===== config.mk =====
export PLATFORM = sky130hd
export DESIGN_NAME = hamming23_syndrome_pipe_flat
export DESIGN_NICKNAME = d
export VERILOG_FILES = /design/src/rtl/hamming23_syndrome_pipe_if.sv /design/src/rtl/hamming23_syndrome_pipe.sv /design/src/flat_wrapper.sv
export SDC_FILE = /design/constraint.sdc
export NUM_CORES = 1
export LEC_CHECK = 0
export ABC_AREA = 1
export BUFFER_PORTS_ARGS = -buffer_cell sky130_fd_sc_hd__buf_2
export CAP_MARGIN = 10
export CORE_UTILIZATION = 55
export CTS_CLUSTER_DIAMETER = 100
export DETAILED_ROUTE_END_ITERATION = 8
export GPL_ROUTABILITY_DRIVEN = 0
export PLACE_DENSITY = 0.8
export REMOVE_ABC_BUFFERS = 1
export SYNTH_ARGS = -nofsm -noshare
export SYNTH_HDL_FRONTEND = slang
export SYNTH_SLANG_ARGS = --single-unit

===== constraint.sdc =====
create_clock -name clk -period 2.1 [get_ports clk]
set_input_delay 0.42 -clock clk [delete_from_list [all_inputs] [get_ports clk]]
set_output_delay 0.42 -clock clk [all_outputs]
set_load 0.05 [all_outputs]

===== src/rtl/hamming23_syndrome_pipe_if.sv =====
// Handshake and data bundle for the Hamming(23,18) syndrome/error-locator stage.
// The slave view belongs to the pipeline; the master view belongs to whatever feeds and drains it.
interface hamming23_syndrome_pipe_if #(
  parameter int CNT_W = 16
);
  logic              in_valid;
  logic              in_ready;
  logic [22:0]       in_word;
  logic              out_valid;
  logic              out_ready;
  logic [22:0]       out_word;
  logic [22:0]       out_mask;
  logic [4:0]        out_syn;
  logic              out_corr;
  logic              out_uncorr;
  logic [CNT_W-1:0]  corr_cnt;
  logic [CNT_W-1:0]  uncorr_cnt;

  modport slave (
    input  in_valid, in_word, out_ready,
    output in_ready, out_valid, out_word, out_mask, out_syn,
           out_corr, out_uncorr, corr_cnt, uncorr_cnt
  );

  modport master (
    output in_valid, in_word, out_ready,
    input  in_ready, out_valid, out_word, out_mask, out_syn,
           out_corr, out_uncorr, corr_cnt, uncorr_cnt
  );
endinterface


===== src/rtl/hamming23_syndrome_pipe.sv =====
// Two-stage Hamming(23,18) error locator: S1 computes the syndrome, S2 decodes it into a
// one-hot correction mask aligned with the received word, with saturating statistics.
module hamming23_syndrome_pipe #(
  parameter int CNT_W = 16
) (
  input  logic                    clk,
  input  logic                    rst_n,
  hamming23_syndrome_pipe_if.slave bus
);

  localparam logic [CNT_W-1:0] CNT_MAX = {CNT_W{1'b1}};
  localparam logic [CNT_W-1:0] CNT_ONE = {{(CNT_W-1){1'b0}}, 1'b1};

  // Syndrome is the XOR of the 1-based positions of every set bit.
  function automatic logic [4:0] calc_syn(input logic [22:0] w);
    logic [4:0] s;
    s = 5'd0;
    for (int i = 0; i < 23; i++) begin
      s = s ^ (w[i] ? 5'(i + 1) : 5'd0);
    end
    return s;
  endfunction

  // Returns {corr, uncorr, mask}.
  function automatic logic [24:0] decode_mask(input logic [4:0] syn);
    logic [24:0] r;
    if (syn == 5'd0) begin
      r = 25'd0;
    end else if (syn <= 5'd23) begin
      r = {1'b1, 1'b0, (23'd1 << (syn - 5'd1))};
    end else begin
      r = {1'b0, 1'b1, 23'd0};
    end
    return r;
  endfunction

  logic              alive_q, alive_d;
  logic              s1_valid_q, s1_valid_d;
  logic [22:0]       s1_word_q, s1_word_d;
  logic [4:0]        s1_syn_q, s1_syn_d;
  logic              s2_valid_q, s2_valid_d;
  logic [22:0]       s2_word_q, s2_word_d;
  logic [4:0]        s2_syn_q, s2_syn_d;
  logic [22:0]       s2_mask_q, s2_mask_d;
  logic              s2_corr_q, s2_corr_d;
  logic              s2_uncorr_q, s2_uncorr_d;
  logic [CNT_W-1:0]  corr_cnt_q, corr_cnt_d;
  logic [CNT_W-1:0]  uncorr_cnt_q, uncorr_cnt_d;
  logic              s2_adv_s, s1_adv_s, in_ready_s, out_xfer_s;
  logic [24:0]       dec_s;

  // Handshake, next-state of both stages and the saturating counters.
  always_comb begin
    out_xfer_s = s2_valid_q && bus.out_ready;
    s2_adv_s   = !s2_valid_q || out_xfer_s;
    s1_adv_s   = !s1_valid_q || s2_adv_s;
    // alive_q keeps in_ready low until the first edge after reset release.
    in_ready_s = alive_q && s1_adv_s;
    alive_d    = 1'b1;
    dec_s      = decode_mask(s1_syn_q);

    if (s1_adv_s) begin
      s1_valid_d = bus.in_valid && in_ready_s;
      s1_word_d  = bus.in_word;
      s1_syn_d   = calc_syn(bus.in_word);
    end else begin
      s1_valid_d = s1_valid_q;
      s1_word_d  = s1_word_q;
      s1_syn_d   = s1_syn_q;
    end

    if (s2_adv_s) begin
      s2_valid_d  = s1_valid_q;
      s2_word_d   = s1_word_q;
      s2_syn_d    = s1_syn_q;
      s2_corr_d   = dec_s[24];
      s2_uncorr_d = dec_s[23];
      s2_mask_d   = dec_s[22:0];
    end else begin
      s2_valid_d  = s2_valid_q;
      s2_word_d   = s2_word_q;
      s2_syn_d    = s2_syn_q;
      s2_corr_d   = s2_corr_q;
      s2_uncorr_d = s2_uncorr_q;
      s2_mask_d   = s2_mask_q;
    end

    if (out_xfer_s && s2_corr_q && (corr_cnt_q != CNT_MAX)) begin
      corr_cnt_d = corr_cnt_q + CNT_ONE;
    end else begin
      corr_cnt_d = corr_cnt_q;
    end

    if (out_xfer_s && s2_uncorr_q && (uncorr_cnt_q != CNT_MAX)) begin
      uncorr_cnt_d = uncorr_cnt_q + CNT_ONE;
    end else begin
      uncorr_cnt_d = uncorr_cnt_q;
    end
  end

  // Pipeline and statistics registers.
  always_ff @(posedge clk or negedge rst_n) begin
    if (!rst_n) begin
      alive_q      <= 1'b0;
      s1_valid_q   <= 1'b0;
      s1_word_q    <= 23'd0;
      s1_syn_q     <= 5'd0;
      s2_valid_q   <= 1'b0;
      s2_word_q    <= 23'd0;
      s2_syn_q     <= 5'd0;
      s2_mask_q    <= 23'd0;
      s2_corr_q    <= 1'b0;
      s2_uncorr_q  <= 1'b0;
      corr_cnt_q   <= {CNT_W{1'b0}};
      uncorr_cnt_q <= {CNT_W{1'b0}};
    end else begin
      alive_q      <= alive_d;
      s1_valid_q   <= s1_valid_d;
      s1_word_q    <= s1_word_d;
      s1_syn_q     <= s1_syn_d;
      s2_valid_q   <= s2_valid_d;
      s2_word_q    <= s2_word_d;
      s2_syn_q     <= s2_syn_d;
      s2_mask_q    <= s2_mask_d;
      s2_corr_q    <= s2_corr_d;
      s2_uncorr_q  <= s2_uncorr_d;
      corr_cnt_q   <= corr_cnt_d;
      uncorr_cnt_q <= uncorr_cnt_d;
    end
  end

  assign bus.in_ready   = in_ready_s;
  assign bus.out_valid  = s2_valid_q;
  assign bus.out_word   = s2_word_q;
  assign bus.out_mask   = s2_mask_q;
  assign bus.out_syn    = s2_syn_q;
  assign bus.out_corr   = s2_corr_q;
  assign bus.out_uncorr = s2_uncorr_q;
  assign bus.corr_cnt   = corr_cnt_q;
  assign bus.uncorr_cnt = uncorr_cnt_q;

endmodule


===== src/flat_wrapper.sv =====
// flat-port wrapper written by rule: the top's interface ports become plain ports
module hamming23_syndrome_pipe_flat 
#(
  parameter int CNT_W = 16
)
  (clk, rst_n, bus_in_valid, bus_in_word, bus_out_ready, bus_in_ready, bus_out_valid, bus_out_word, bus_out_mask, bus_out_syn, bus_out_corr, bus_out_uncorr, bus_corr_cnt, bus_uncorr_cnt);
  hamming23_syndrome_pipe_if #(.CNT_W(CNT_W)) bus_i ();
  input  logic clk;
  input  logic rst_n;
  input wire logic [$bits(bus_i.in_valid)-1:0] bus_in_valid;
  input wire logic [$bits(bus_i.in_word)-1:0] bus_in_word;
  input wire logic [$bits(bus_i.out_ready)-1:0] bus_out_ready;
  output wire logic [$bits(bus_i.in_ready)-1:0] bus_in_ready;
  output wire logic [$bits(bus_i.out_valid)-1:0] bus_out_valid;
  output wire logic [$bits(bus_i.out_word)-1:0] bus_out_word;
  output wire logic [$bits(bus_i.out_mask)-1:0] bus_out_mask;
  output wire logic [$bits(bus_i.out_syn)-1:0] bus_out_syn;
  output wire logic [$bits(bus_i.out_corr)-1:0] bus_out_corr;
  output wire logic [$bits(bus_i.out_uncorr)-1:0] bus_out_uncorr;
  output wire logic [$bits(bus_i.corr_cnt)-1:0] bus_corr_cnt;
  output wire logic [$bits(bus_i.uncorr_cnt)-1:0] bus_uncorr_cnt;
  assign bus_i.in_valid = bus_in_valid;
  assign bus_i.in_word = bus_in_word;
  assign bus_i.out_ready = bus_out_ready;
  assign bus_in_ready = bus_i.in_ready;
  assign bus_out_valid = bus_i.out_valid;
  assign bus_out_word = bus_i.out_word;
  assign bus_out_mask = bus_i.out_mask;
  assign bus_out_syn = bus_i.out_syn;
  assign bus_out_corr = bus_i.out_corr;
  assign bus_out_uncorr = bus_i.out_uncorr;
  assign bus_corr_cnt = bus_i.corr_cnt;
  assign bus_uncorr_cnt = bus_i.uncorr_cnt;
  hamming23_syndrome_pipe #(.CNT_W(CNT_W)) u_core (.clk(clk), .rst_n(rst_n), .bus(bus_i));
endmodule

==> out/summary.txt <==
Inserted Clock Buffers -> 17
overall global routing resource usage -> 26.3%
num rows -> 36
max_cap viols -> 0
Final min period -> 1970 ps
WHS -> 132 ps
cell taking the most area after synthesis -> dfrtp_1
sequential fraction of the synthesis area -> 51.0%
Synth top area share -> 51.0%
# DRC -> 0
crit-path cells -> nand2_4, nor2_2, inv_1, nand2_1, inv_1, clkbuf_4
Hold Fails Final Rpt -> 0
Slew Limit Fails -> 0
Ports -> 114
Sink Count -> 116
CP startpoint kind -> flip-flop
synth unique cells -> 33
Yosys warnings -> 0
RSZ-0062 raised after global routing -> no
initial DRC count -> 284
family with the most delay on the worst path -> flip-flops
period utilization -> 93.9%
TNS Setup -> 0 ps
combinational share of power -> 30.7%
CP most frequent cell -> inv_1
Worst Setup End Kind -> output pin
skew final -> 8.03 ps
# setup viols final -> 0
initial antenna violation count -> 0
ys flop type -> dfrtp_1
Initial Util -> 57.4%
WS Path Type -> flip-flop to output pin
pwr/cell area -> 1220 mW/mm2
die width -> 104 um
Post-DRT Antenna Nets -> 0
wire per inst -> 14.2 um
CTS tree -> done
Die Ht -> 104 um
Antenna Cells -> 0
sequential share of power -> 34.3%
vias in the first global route -> 4818
share of layout cells above drive strength 1 -> 24.1%
status -> complete, no violations
#FFs+latches synth -> 116
Clock transition at path regs -> 50 ps
Net Sw Frac -> 38.5%
syn_area_per_cell -> 8.67 um2
Psw -> 3.32 mW
global-route wire length before repair -> 22.4 mm
WL final -> 13.1 mm
clock latency on the worst-skew pair -> 520 ps
Area contributors post-synth -> dfrtp_1 (51%), nand2_1 (11%), xor2_1 (5.9%), nand3_1 (5.1%), inv_1 (4.1%)
DP HPWL -> 9.27 mm
Int Power -> 5.30 mW
Worst Path Buf+Inv -> 3
required time of the worst setup path -> 1680 ps
nets -> 810
f_max -> 507 MHz
mapped cell area -> 0.00569 mm2
largest net degree at the start of global routing -> 68
count leader, synth -> nand2_1
Clk pwr share -> 34.9%
crit-path max FO -> 9
core area -> 0.00991 mm2
Fillers -> 770
Via density -> 5.31
number of synthesized flops with an enable pin -> 0
Via Count -> 4917
Die ar. -> 0.0108 mm2
CP max stage delay -> 480 ps
GRT overflow -> 0
most frequent cells after synthesis -> nand2_1 (163), dfrtp_1 (116), inv_1 (62)
Max H-tree Level -> 4
Area Growth Syn to Fin -> 24.2%
Worst path slowest cell -> dfrtp_2
worst hold path class -> primary input to flip-flop
Worst Path Arrival -> 1550 ps
Util after Layout -> 71.3%
root buffer cell -> clkbuf_8
Leak -> 3.58 nW
asr flop ratio synth -> 100%
First-pass DRT Iterations -> 5
total power -> 8.62 mW
CTS max path bufs -> 2
# port buffers -> 113
number of cells produced by synthesis -> 656
peak supply drop -> 608 uV
[metrics by stage]
stage | cells | instance area [um2] | setup WS [ps]
after floorplan | 634 | 5570 | -1630
after global placement | 891 | 6410 | 455
after detailed placement | 891 | 6410 | 389
after CTS | 923 | 7040 | 62.1
after global routing | 926 | 7070 | 39.2
final | 926 | 7070 | 127
[layout by cell type, fill, tap and decap left out, types with 8 or more instances in the layout]
cell         n
nand2_1    163
dfrtp_1    115
buf_2      111
inv_1       62
nand3_1     58
nor2_1      44
o21ai_0     41
xor2_1      38
xnor2_1     20
clkbuf_16   16
mux2_2      14
buf_4       14
nor3_1      13
a21oi_1     13
o21ai_1      8
[flip-flops by register name, indices dropped and copies added, names as in the netlist]
register / count
u_core.bus.out_uncorr: 1
u_core.bus.out_word: 23
u_core.bus.out_corr: 1
u_core.bus.corr_cnt: 16
u_core.s1_syn_q: 5
u_core.bus.out_syn: 5
u_core.s1_word_q: 23
u_core.bus.uncorr_cnt: 16
u_core.bus.out_mask: 23
u_core.alive_q: 1
u_core.s1_valid_q: 1
u_core.bus.out_valid: 1
[worst register-to-register path, stage by stage (launching register included)]
cell	delay, ps
dfrtp_1	470
ha_1	280
nand3_2	130
nor2_2	190
nand3_2	100
nand2_4	140
inv_4	120
nand2_1	100
xnor2_1	140
[path summary, 6_finish.rpt]
path | startpoint | slack (ps) | to | cells after the start
setup / recovery | u_core.bus.out_valid$_DFFE_PN0P_ | 130 | bus_in_ready | 6
hold / removal | bus_in_valid | 130 | u_core.s1_valid_q$_DFFE_PN0N_ | 3
setup reg to reg | u_core.bus.corr_cnt[0]$_DFFE_PN0P_ | 340 | u_core.bus.corr_cnt[6]$_DFFE_PN0P_ | 8
hold reg to reg | u_core.s1_valid_q$_DFFE_PN0N_ | 470 | u_core.bus.out_valid$_DFFE_PN0P_ | 2
max in group asynchronous | rst_n | 1030 | u_core.s1_syn_q[0]$_DFFE_PN0N_ | 3
min in group asynchronous | rst_n | 370 | u_core.bus.corr_cnt[14]$_DFFE_PN0P_ | 2
[layout make-up]
cell class	instances	area, um2	area share (%)
timing repair buffer	128	698	9.88
clock buffer	22	473	6.69
tap	133	166	2.36
clock inverter	9	150	2.13
sequential	116	2900	41.1
multi-input combinational	452	2420	34.3
inverter	66	250	3.54
[per-layer routing]
layer | track usage (%) | share of wire (%) | vias up
met1 | 32.1 | 42 | 2326
met3 | 7.17 | 7.2 | 21
li1 | - | - | 2361
met5 | 0 | 0 | -
met2 | 44.0 | 49 | 209
met4 | 10.7 | 1.8 | 0
[power groups by stage]
| stage | clock network [mW] | registers, mW | logic, mW |
|---|---|---|---|
| 3_3_place_gp | 0 | 2.96 | 2.58 |
| 3_5_place_dp | 0 | 2.98 | 2.63 |
| 5_1_grt | 3.17 | 3.01 | 2.85 |
| 4_1_cts | 3.07 | 2.95 | 2.65 |
| 2_1_floorplan | 0 | 4.01 | 0.868 |
| 6_report | 3.01 | 2.96 | 2.65 |
[timing repair]
item | CTS | global route
endpoints found under the setup margin | 2 | 1
hold buffers | 1 | 0
hold endpoints to repair | 27 | 0
resized for setup | 1 | 1
setup buffers | 0 | 3
[logic make-up (layout without fill, tap and decap cells)]
group / count (synthesis) / in the layout / synth area share, %
AND/OR/NAND/NOR: 299 / 299 / 22.6
flip-flops: 116 / 116 / 51.0
buffers and inverters: 88 / 225 / 6.42
AO/OA/AOI/OAI: 78 / 78 / 7.74
XOR/XNOR: 58 / 58 / 8.93
multiplexers: 14 / 14 / 2.77
adder cells (fa/ha/maj): 2 / 2 / 0.440
other: 1 / 1 / 0.0659
Power figures use the tool's default switching activity.
